===== config.mk =====
export PLATFORM = sky130hd
export DESIGN_NAME = uart_cmd_parser
export DESIGN_NICKNAME = d
export VERILOG_FILES = /design/src/rtl/uart_cmd_parser.sv
export SDC_FILE = /design/constraint.sdc
export NUM_CORES = 1
export LEC_CHECK = 0
export CAP_MARGIN = 0
export CORE_MARGIN = 1.5
export CORE_UTILIZATION = 45
export CTS_BUF_LIST = sky130_fd_sc_hd__clkbuf_4
export DETAILED_ROUTE_END_ITERATION = 16
export GPL_ROUTABILITY_DRIVEN = 0
export SYNTH_ARGS = -nofsm -noshare
export SYNTH_HDL_FRONTEND = slang
export SYNTH_SLANG_ARGS = --single-unit

===== constraint.sdc =====
create_clock -name clk_in -period 2.3 [get_ports clk_in]
set_input_delay 0.345 -clock clk_in [delete_from_list [all_inputs] [get_ports clk_in]]
set_output_delay 0.345 -clock clk_in [all_outputs]
set_load 0.02 [all_outputs]

===== src/rtl/uart_cmd_parser.sv =====
// uart_cmd_parser
// ---------------------------------------------------------------------------
// Frame-level controller that sits behind a UART receiver. It parses command
// frames of the form SYNC, ADDR, LEN, LEN payload bytes[, CHK] and buffers the
// payload. Only a frame that validates is committed, as a burst of one byte
// write per cycle to addresses ADDR, ADDR+1, ... (mod 256). Malformed,
// truncated and stalled frames are discarded and reported.
//
// Build option:
//   UART_CMD_CHECKSUM_EN  defined   -> trailing CHK byte (XOR of ADDR, LEN and
//                                      the payload) is required and verified.
//                         undefined -> no CHK byte; the commit starts right
//                                      after the last payload byte.
//
// Parameters:
//   TIMEOUT_CYCLES  idle cycles between bytes before a partial frame is dropped
//   MAX_LEN         maximum payload length and buffer depth (1..255)
//   SYNC_BYTE       frame start marker
//
// Ports:
//   clk_in          system clock
//   rst_in          synchronous active-high reset
//   rx_valid_in     one-cycle strobe, rx_byte_in holds a received byte
//   rx_byte_in      received byte
//   wr_en_out       register write strobe
//   wr_addr_out     register write address
//   wr_data_out     register write data
//   busy_out        high whenever the parser is not idle
//   frame_done_out  one-cycle pulse, frame committed
//   frame_err_out   one-cycle pulse, frame discarded
//   err_code_out    cause of last discard: 01 length, 10 checksum, 11 timeout
// ---------------------------------------------------------------------------
module uart_cmd_parser #(
    parameter int unsigned TIMEOUT_CYCLES = 1_000_000,
    parameter int unsigned MAX_LEN        = 16,
    parameter logic [7:0]  SYNC_BYTE      = 8'hA5
) (
    input  logic       clk_in,
    input  logic       rst_in,
    input  logic       rx_valid_in,
    input  logic [7:0] rx_byte_in,
    output logic       wr_en_out,
    output logic [7:0] wr_addr_out,
    output logic [7:0] wr_data_out,
    output logic       busy_out,
    output logic       frame_done_out,
    output logic       frame_err_out,
    output logic [1:0] err_code_out
);

    localparam int CNT_W  = $clog2(TIMEOUT_CYCLES + 1);
    localparam int IDX_W  = $clog2(MAX_LEN + 1);
    localparam int BUF_AW = (MAX_LEN > 1) ? $clog2(MAX_LEN) : 1;

    localparam logic [CNT_W-1:0] CNT_ZERO = {CNT_W{1'b0}};
    localparam logic [CNT_W-1:0] CNT_ONE  = CNT_W'(1);
    localparam logic [CNT_W-1:0] CNT_LAST = CNT_W'(TIMEOUT_CYCLES - 1);
    localparam logic [IDX_W-1:0] IDX_ZERO = {IDX_W{1'b0}};
    localparam logic [IDX_W-1:0] IDX_ONE  = IDX_W'(1);
    localparam logic [7:0]       MAX_LEN_B = 8'(MAX_LEN);

    localparam logic [2:0] ST_IDLE   = 3'd0;
    localparam logic [2:0] ST_ADDR   = 3'd1;
    localparam logic [2:0] ST_LEN    = 3'd2;
    localparam logic [2:0] ST_DATA   = 3'd3;
`ifdef UART_CMD_CHECKSUM_EN
    localparam logic [2:0] ST_CHK    = 3'd4;
`endif
    localparam logic [2:0] ST_COMMIT = 3'd5;

    localparam logic [1:0] ERR_LEN = 2'b01;
`ifdef UART_CMD_CHECKSUM_EN
    localparam logic [1:0] ERR_CHK = 2'b10;
`endif
    localparam logic [1:0] ERR_TMO = 2'b11;

`ifdef UART_CMD_CHECKSUM_EN
    // Running frame checksum: plain XOR accumulation.
    function automatic logic [7:0] chk_fold(input logic [7:0] acc, input logic [7:0] b);
        return acc ^ b;
    endfunction
`endif

    logic [2:0]       state_q,    state_d;
    logic [7:0]       addr_q,     addr_d;
    logic [IDX_W-1:0] len_q,      len_d;
    logic [IDX_W-1:0] idx_q,      idx_d;
    logic [CNT_W-1:0] cnt_q,      cnt_d;
`ifdef UART_CMD_CHECKSUM_EN
    logic [7:0]       chk_q,      chk_d;
`endif
    logic             wr_en_q,    wr_en_d;
    logic [7:0]       wr_addr_q,  wr_addr_d;
    logic [7:0]       wr_data_q,  wr_data_d;
    logic             busy_q,     busy_d;
    logic             done_q,     done_d;
    logic             err_q,      err_d;
    logic [1:0]       err_code_q, err_code_d;

    logic [7:0]       pbuf_q [MAX_LEN];
    logic             buf_we_s;
    logic             timed_s;
    logic             tmo_s;
    logic [7:0]       first_byte_s;

    // Decode which states are guarded by the inter-byte timeout.
    always_comb begin
        case (state_q)
            ST_ADDR: timed_s = 1'b1;
            ST_LEN:  timed_s = 1'b1;
            ST_DATA: timed_s = 1'b1;
`ifdef UART_CMD_CHECKSUM_EN
            ST_CHK:  timed_s = 1'b1;
`endif
            default: timed_s = 1'b0;
        endcase
    end

    // Next-state, datapath and registered-output logic.
    always_comb begin
        state_d    = state_q;
        addr_d     = addr_q;
        len_d      = len_q;
        idx_d      = idx_q;
`ifdef UART_CMD_CHECKSUM_EN
        chk_d      = chk_q;
`endif
        wr_en_d    = 1'b0;
        wr_addr_d  = wr_addr_q;
        wr_data_d  = wr_data_q;
        done_d     = 1'b0;
        err_d      = 1'b0;
        err_code_d = err_code_q;
        buf_we_s   = 1'b0;

        // A byte arriving on the expiry cycle takes priority over the timeout.
        tmo_s = timed_s && !rx_valid_in && (cnt_q == CNT_LAST);

        // When the last payload byte launches the commit directly (LEN=1, no
        // checksum), it is not in the buffer yet, so bypass it.
        if ((state_q == ST_DATA) && (idx_q == IDX_ZERO)) begin
            first_byte_s = rx_byte_in;
        end else begin
            first_byte_s = pbuf_q[0];
        end

        case (state_q)
            ST_IDLE: begin
                if (rx_valid_in && (rx_byte_in == SYNC_BYTE)) begin
                    state_d = ST_ADDR;
                end else begin
                    state_d = ST_IDLE;
                end
            end
            ST_ADDR: begin
                if (rx_valid_in) begin
                    addr_d  = rx_byte_in;
`ifdef UART_CMD_CHECKSUM_EN
                    chk_d   = rx_byte_in;
`endif
                    state_d = ST_LEN;
                end else if (tmo_s) begin
                    err_d = 1'b1; err_code_d = ERR_TMO; state_d = ST_IDLE;
                end else begin
                    state_d = ST_ADDR;
                end
            end
            ST_LEN: begin
                if (rx_valid_in) begin
                    if ((rx_byte_in != 8'h00) && (rx_byte_in <= MAX_LEN_B)) begin
                        len_d   = rx_byte_in[IDX_W-1:0];
`ifdef UART_CMD_CHECKSUM_EN
                        chk_d   = chk_fold(chk_q, rx_byte_in);
`endif
                        idx_d   = IDX_ZERO;
                        state_d = ST_DATA;
                    end else begin
                        err_d = 1'b1; err_code_d = ERR_LEN; state_d = ST_IDLE;
                    end
                end else if (tmo_s) begin
                    err_d = 1'b1; err_code_d = ERR_TMO; state_d = ST_IDLE;
                end else begin
                    state_d = ST_LEN;
                end
            end
            ST_DATA: begin
                if (rx_valid_in) begin
                    buf_we_s = 1'b1;
`ifdef UART_CMD_CHECKSUM_EN
                    chk_d    = chk_fold(chk_q, rx_byte_in);
`endif
                    if ((idx_q + IDX_ONE) == len_q) begin
`ifdef UART_CMD_CHECKSUM_EN
                        idx_d   = idx_q + IDX_ONE;
                        state_d = ST_CHK;
`else
                        wr_en_d   = 1'b1;
                        wr_addr_d = addr_q;
                        wr_data_d = first_byte_s;
                        idx_d     = IDX_ONE;
                        state_d   = ST_COMMIT;
`endif
                    end else begin
                        idx_d   = idx_q + IDX_ONE;
                        state_d = ST_DATA;
                    end
                end else if (tmo_s) begin
                    err_d = 1'b1; err_code_d = ERR_TMO; state_d = ST_IDLE;
                end else begin
                    state_d = ST_DATA;
                end
            end
`ifdef UART_CMD_CHECKSUM_EN
            ST_CHK: begin
                if (rx_valid_in) begin
                    if (rx_byte_in == chk_q) begin
                        wr_en_d   = 1'b1;
                        wr_addr_d = addr_q;
                        wr_data_d = first_byte_s;
                        idx_d     = IDX_ONE;
                        state_d   = ST_COMMIT;
                    end else begin
                        err_d = 1'b1; err_code_d = ERR_CHK; state_d = ST_IDLE;
                    end
                end else if (tmo_s) begin
                    err_d = 1'b1; err_code_d = ERR_TMO; state_d = ST_IDLE;
                end else begin
                    state_d = ST_CHK;
                end
            end
`endif
            ST_COMMIT: begin
                // idx_q counts writes already issued; rx_valid_in is ignored.
                if (idx_q == len_q) begin
                    done_d  = 1'b1;
                    state_d = ST_IDLE;
                end else begin
                    wr_en_d   = 1'b1;
                    wr_addr_d = addr_q + 8'(idx_q);
                    wr_data_d = pbuf_q[idx_q[BUF_AW-1:0]];
                    idx_d     = idx_q + IDX_ONE;
                    state_d   = ST_COMMIT;
                end
            end
            default: begin
                state_d = ST_IDLE;
            end
        endcase

        // Counter restarts on every accepted byte, on every state change and
        // outside the timed states.
        if (rx_valid_in || (state_d != state_q) || !timed_s) begin
            cnt_d = CNT_ZERO;
        end else begin
            cnt_d = cnt_q + CNT_ONE;
        end

        busy_d = (state_d != ST_IDLE);
    end

    // Control and output registers with synchronous reset.
    always_ff @(posedge clk_in) begin
        if (rst_in) begin
            state_q    <= ST_IDLE;
            addr_q     <= 8'h00;
            len_q      <= IDX_ZERO;
            idx_q      <= IDX_ZERO;
            cnt_q      <= CNT_ZERO;
`ifdef UART_CMD_CHECKSUM_EN
            chk_q      <= 8'h00;
`endif
            wr_en_q    <= 1'b0;
            wr_addr_q  <= 8'h00;
            wr_data_q  <= 8'h00;
            busy_q     <= 1'b0;
            done_q     <= 1'b0;
            err_q      <= 1'b0;
            err_code_q <= 2'b00;
        end else begin
            state_q    <= state_d;
            addr_q     <= addr_d;
            len_q      <= len_d;
            idx_q      <= idx_d;
            cnt_q      <= cnt_d;
`ifdef UART_CMD_CHECKSUM_EN
            chk_q      <= chk_d;
`endif
            wr_en_q    <= wr_en_d;
            wr_addr_q  <= wr_addr_d;
            wr_data_q  <= wr_data_d;
            busy_q     <= busy_d;
            done_q     <= done_d;
            err_q      <= err_d;
            err_code_q <= err_code_d;
        end
    end

    // Payload buffer; contents are don't-care after reset.
    always_ff @(posedge clk_in) begin
        if (buf_we_s) begin
            pbuf_q[idx_q[BUF_AW-1:0]] <= rx_byte_in;
        end
    end

    assign wr_en_out      = wr_en_q;
    assign wr_addr_out    = wr_addr_q;
    assign wr_data_out    = wr_data_q;
    assign busy_out       = busy_q;
    assign frame_done_out = done_q;
    assign frame_err_out  = err_q;
    assign err_code_out   = err_code_q;

endmodule


; ---- Word level (Yosys, flattened, before mapping)
; Memory sizes are Yosys's and may differ from the RTL's. A register that Yosys moved wholly into a read port is not among the register bits.
; Cells that the tools add are included.
[totals]
n_memories = 1
mem_bits_rw = 128
reg_bits = 63
output_inout_bits = 22
[memory_table]
columns = name, words, width, rd, rd_ports_with_merged_regs, write_ports, line
row1 = pbuf_q, 16, 8, 2, 1, 1, 100  ; logic [7:0] pbuf_q [MAX_LEN];
[op_classes]
order_cmp = 1
n_bitwise = 1
mux = 48
eq_ne = 16
n_addsub = 3
reduce_logical = 25
[ops]
columns = op, n
row1 = 8-bit two-way mux, 7
row2 = 8-bit case mux with 2 select lines, 2
row3 = 5-bit two-way mux, 5
row4 = 20-bit by 1-bit adder with 20-bit output (second input constant), 1
row5 = 20-bit equality test (second input constant), 1
row6 = 2-bit two-way mux, 8
row7 = 1-bit two-way mux, 15
row8 = 3-bit case mux with 5 select lines, 1
row9 = 5-bit case mux with 3 select lines, 1
row10 = 3-bit two-way mux, 4
row11 = 5-bit equality test, 2
row12 = 2-bit != test (second input constant), 5
row13 = 8-bit by 5-bit adder with 8-bit output, 1
row14 = 8-bit equality test (second input constant), 1
row15 = 8-bit by 5-bit less-or-equal comparator with 1-bit output (second input constant), 1
row16 = 4-bit two-way mux, 2
row17 = 8-bit nonzero test, 1
row18 = 3-bit by 2-bit equality test with 1-bit output (second input constant), 2
row19 = 3-bit AND reduction, 2
row20 = 3-bit nonzero test, 2
row21 = 2-bit OR reduction, 3
row22 = 5-bit by 1-bit adder with 5-bit output (second input constant), 1
row23 = 1-bit logical AND, 5
row24 = 5-bit zero test, 1
row25 = other kinds (16), 20

; ---- Depth between registers and ports, before layout
[logic_depth]
word_depth = 12
ltp_mapped = 9
depth_no_buf = 8

; ---- Worst setup path before layout
; OpenSTA, ideal clock, no wires.
[synth_path]
path_type = reg2reg
from = register idx_q[0]
to = register wr_data_q[0], in the netlist wr_data_out[0]
setup_ps = 121
n_path_buf = 0
arrival_ps = 1905
path_stages_with_launch = 7
required_ps = 2179
setup_slack_ps = 274
cell_sequence = dfxtp_1 -> ha_1 -> and2_1 -> a211o_1 -> a31o_2 -> a21oi_4 -> mux2_2
[synth_between]
elab_chain_cells = 6
[synth_rtl]
columns = item, line
row1 = from (decl), 87  ; logic [IDX_W-1:0] idx_q, idx_d;
row2 = from (signal assigned), 283  ; idx_q <= idx_d;
row3 = branches (longest 6 deep; another with 5-bit by 1-bit adder with 5-bit output), --
row4 = to (signal assigned), 290  ; wr_data_q <= wr_data_d;
row5 = to (decl), 94  ; logic [7:0] wr_data_q, wr_data_d;
; Parallel ways; which one is timed is not known. The select of a mux whose other input is x is not followed.
; A chain may end at the register's enable or synchronous reset.

; ---- Worst setup path after layout
[layout_path]
from = register idx_q[0]
to = register wr_addr_q[0], in the netlist wr_addr_out[0]
[layout_between]
elab_chain_cells = 4
[layout_rtl]
columns = item, line
row1 = 5-bit by 1-bit adder with 5-bit output, 192  ; if ((idx_q + IDX_ONE) == len_q) begin
row2 = 5-bit equality test, 192
row3 = 2-bit by 1-bit != test with 1-bit output (no line), --
row4 = 4-bit AND reduction (no line), --
row5 = to (signal assigned), 289  ; wr_addr_q <= wr_addr_d;
row6 = to (decl), 93  ; logic [7:0] wr_addr_q, wr_addr_d;
; Parallel ways exist; a longest one is shown, timed or not. The select of a mux whose other input is x is not followed.

==> flow_summary.toml <==
[floorplan]
core_sq_um = 18640
num_rows = 50
start_util_pct = 45.88
fp.dieH_um = 140.9
fp.dieW_um = 140.9
die_area_sq_um = 19840
io_pins = 33

[cts]
cts_hold_buf = 0
clock_latency_ns = 0.58
clk_pin_slew_worst_paths_ns = 0.17
cts_setup_buffers = 0
htree_levels = 4
root_buffer = "clkbuf_4"
tritoncts = "built"
numCtsBuffers = 17
cts.sinks = 195
cts_max_path_buffers = 2

[yosys]
syn_inst = 619
ys_types = 73
ys.flop_type = "edfxtp_1"
post_synth.cell_area_avg_sq_um = 13.82
ys_seq_elements = 195
synthTopCellsByArea = "edfxtp_1, dfxtp_1, mux4_2"
synthesis.nets = 641
yosysMostFrequentCell = "edfxtp_1"
synthTopCellsByCount = "edfxtp_1, dfxtp_1, nand2_1, nor2_1, mux4_2"
yosys.area.top_type = "edfxtp_1"
synth-async-reset-ratio_pct = 0
synth_top_area_share_pct = 44.94
synth-edff-count = 128
yosysSeqAreaShare_pct = 60.62
syn_area_sq_um = 8553
yosysWarnings = 0

[global_route]
overflow = 0
grt_pass1_wl_um = 31260
grt_use_total_pct = 21.16
grt_pass1_vias = 5658
antenna_found_initial = 1
grt_max_degree = 32

[timing]
worstMarginPinSlew_ns = 0.5194
fin_ws_ns = 0.1429
slew_viol_final = 0
tns_ns = 0
min_period_over_period_pct = 93.79
grt_setup_unrepaired = "false"
setup_viol = 0
fin_worst_skew_ns = 0.03360
slew_headroom_pct = 65.06
hold_viol = 0
finalCriticalPeriod_ns = 2.157
fmax_mhz = 463.6

[pwr]
powerDensity_nw_per_um2 = 570.7
max-vdd-ir-drop_mv = 0.2569
p_leak_uw = 0.003202

[final_layout]
syn2layout_area_growth_pct = 15.84
final-instance-count-excl-fill = 964
fin_util_pct = 53.15
drive_gt1_share_pct = 25.79
fin_nets = 738

[route]
vias = 5540
drt_iter0_markers = 585
wl_per_cell_um = 20.71
route.detailed.drc = 0
ant_nets = 0
viasPerCell = 5.747
drt-total-wl_um = 19960
firstDrtPassIters = 8

[setup_path]
cp_max_fo = 9
cpLargestDelayFamily = "compound AO/OA/AOI/OAI gates"
critPathMaxStageDelay_ns = 0.40
critPathKind = "reg2reg"
crit_chain = "ha_2 > and2_1 > a211o_1 > a31o_2 > buf_4 > a21o_2 > a311oi_1"
worstPathRequired_ns = 2.79
ff2ff_setup_slack_ns = 0.14
arrival_ns = 2.64
cpMaxStageDelayCell = "dfxtp_2"
cp.buffers_inverters = 1
endpoint_kind = "flop"
crit_path_start_kind = "flop"
crit_path_start = "idx_q[0]$_SDFFE_PP0P_"
rr_startpoint = "idx_q[0]$_SDFFE_PP0P_"
r2r_end = "wr_addr_out[0]$_SDFFE_PP0P_"
r2r_cells = 7
cp_num_cells = 7

[hold_path]
hold_end = "addr_q[7]$_SDFFE_PP0P_"
hold_class = "reg2reg"
hold_start = "addr_q[7]$_SDFFE_PP0P_"
hold_depth = 2

[placement]
dpl.hpwl_um = 13780
placed_cells = 931
pre_cts_ws_ns = -0.2444
numPortBuffers = 32

[flow_run]
maxCapViolations = 0

[run_status]
status = "finished, final reports clean"
[tightest hold or removal path: stages (launching register included)]
cell and delay (ns):
dfxtp_1 0.36, nand2_1 0.05, a21oi_1 0.05
[per-stage QoR]
step / hold WS (ns) / instance area, sq um / power, uW
after global routing: 0.5166 / 9908 / 5845
final: 0.4898 / 9908 / 5655
after detailed placement: 0.4708 / 9603 / 3932
after global placement: 0.4638 / 9603 / 3927
after CTS: 0.4923 / 9876 / 5700
after floorplan: 0.4439 / 8553 / 3830
[kinds of logic (layout without fill, tap and decap cells)]
| kind of cell | Yosys count | in the layout | share of synthesized area [%] |
|---|---|---|---|
| XOR/XNOR | 27 | 27 | 2.765 |
| adder cells (fa/ha/maj) | 11 | 11 | 1.697 |
| AND/OR/NAND/NOR | 191 | 191 | 12.57 |
| flip-flops | 195 | 195 | 60.62 |
| buffers and inverters | 41 | 151 | 2.545 |
| other | 0 | 1 | 0 |
| multiplexers | 55 | 55 | 11.29 |
| AO/OA/AOI/OAI | 99 | 99 | 8.514 |
[flip-flops by register name, summed over array words and instances, names as in the netlist, named ones only]
register / cells
addr_q: 8
busy_out: 1
cnt_q: 20
err_code_out: 2
frame_done_out: 1
frame_err_out: 1
idx_q: 5
len_q: 5
pbuf_q: 128
state_q: 3
wr_addr_out: 8
wr_data_out: 8
wr_en_out: 1
[area by class of cell]
class | instances | area (sq um)
Clock inverter | 15 | 143.9
Fill cell | 1596 | 8735
Sequential cell | 195 | 5190
Antenna cell | 1 | 2.502
Inverter | 10 | 37.54
Multi-Input combinational cell | 383 | 3178
Tap cell | 234 | 292.8
Clock buffer | 17 | 127.6
Timing Repair Buffer | 109 | 935.9
[cells in the final DEF, fill, tap and decap left out, drive strengths merged, types with 14 or more instances in the layout]
| master | count |
|---|---|
| mux2i | 14 |
| xor2 | 17 |
| inv | 19 |
| mux4 | 32 |
| nand2 | 47 |
| buf | 77 |
| clkdlybuf4s50 | 32 |
| a21oi | 23 |
| dfxtp | 67 |
| nor2 | 45 |
| clkbuf | 17 |
| nand3 | 15 |
| nor3 | 25 |
| a211oi | 25 |
| edfxtp | 128 |
[report_power, final]
part / internal, uW / switching, uW
combinational: 44.2 / 88.2
clock: 568 / 1230
sequential: 3720 / 0.140
[how the worst max path moves through the flow]
stage                                  end  slack (ns)
4_1_cts        wr_data_out[3]$_SDFFE_PP0P_        0.03
6_report       wr_addr_out[0]$_SDFFE_PP0P_        0.14
5_1_grt        wr_data_out[6]$_SDFFE_PP0P_        0.02
3_3_place_gp                          flop       -0.17
3_5_place_dp                          flop       -0.24
2_1_floorplan  wr_data_out[0]$_SDFFE_PP0P_        0.27
[metal layers]
layer	vias to the layer above	wire length (um)	GRT usage [%]
met1	2794	8876	28.65
met4	0	294	5.482
met2	136	9823	34.98
met3	24	968	4.416
li1	2586	-	-
met5	-	0	0
[repair_timing]
action                                  4_1_cts  5_1_grt
resized for setup                             1       11
pin swaps                                     0        0
endpoints found under the setup margin        1       19
Power figures use the tool's default switching activity.
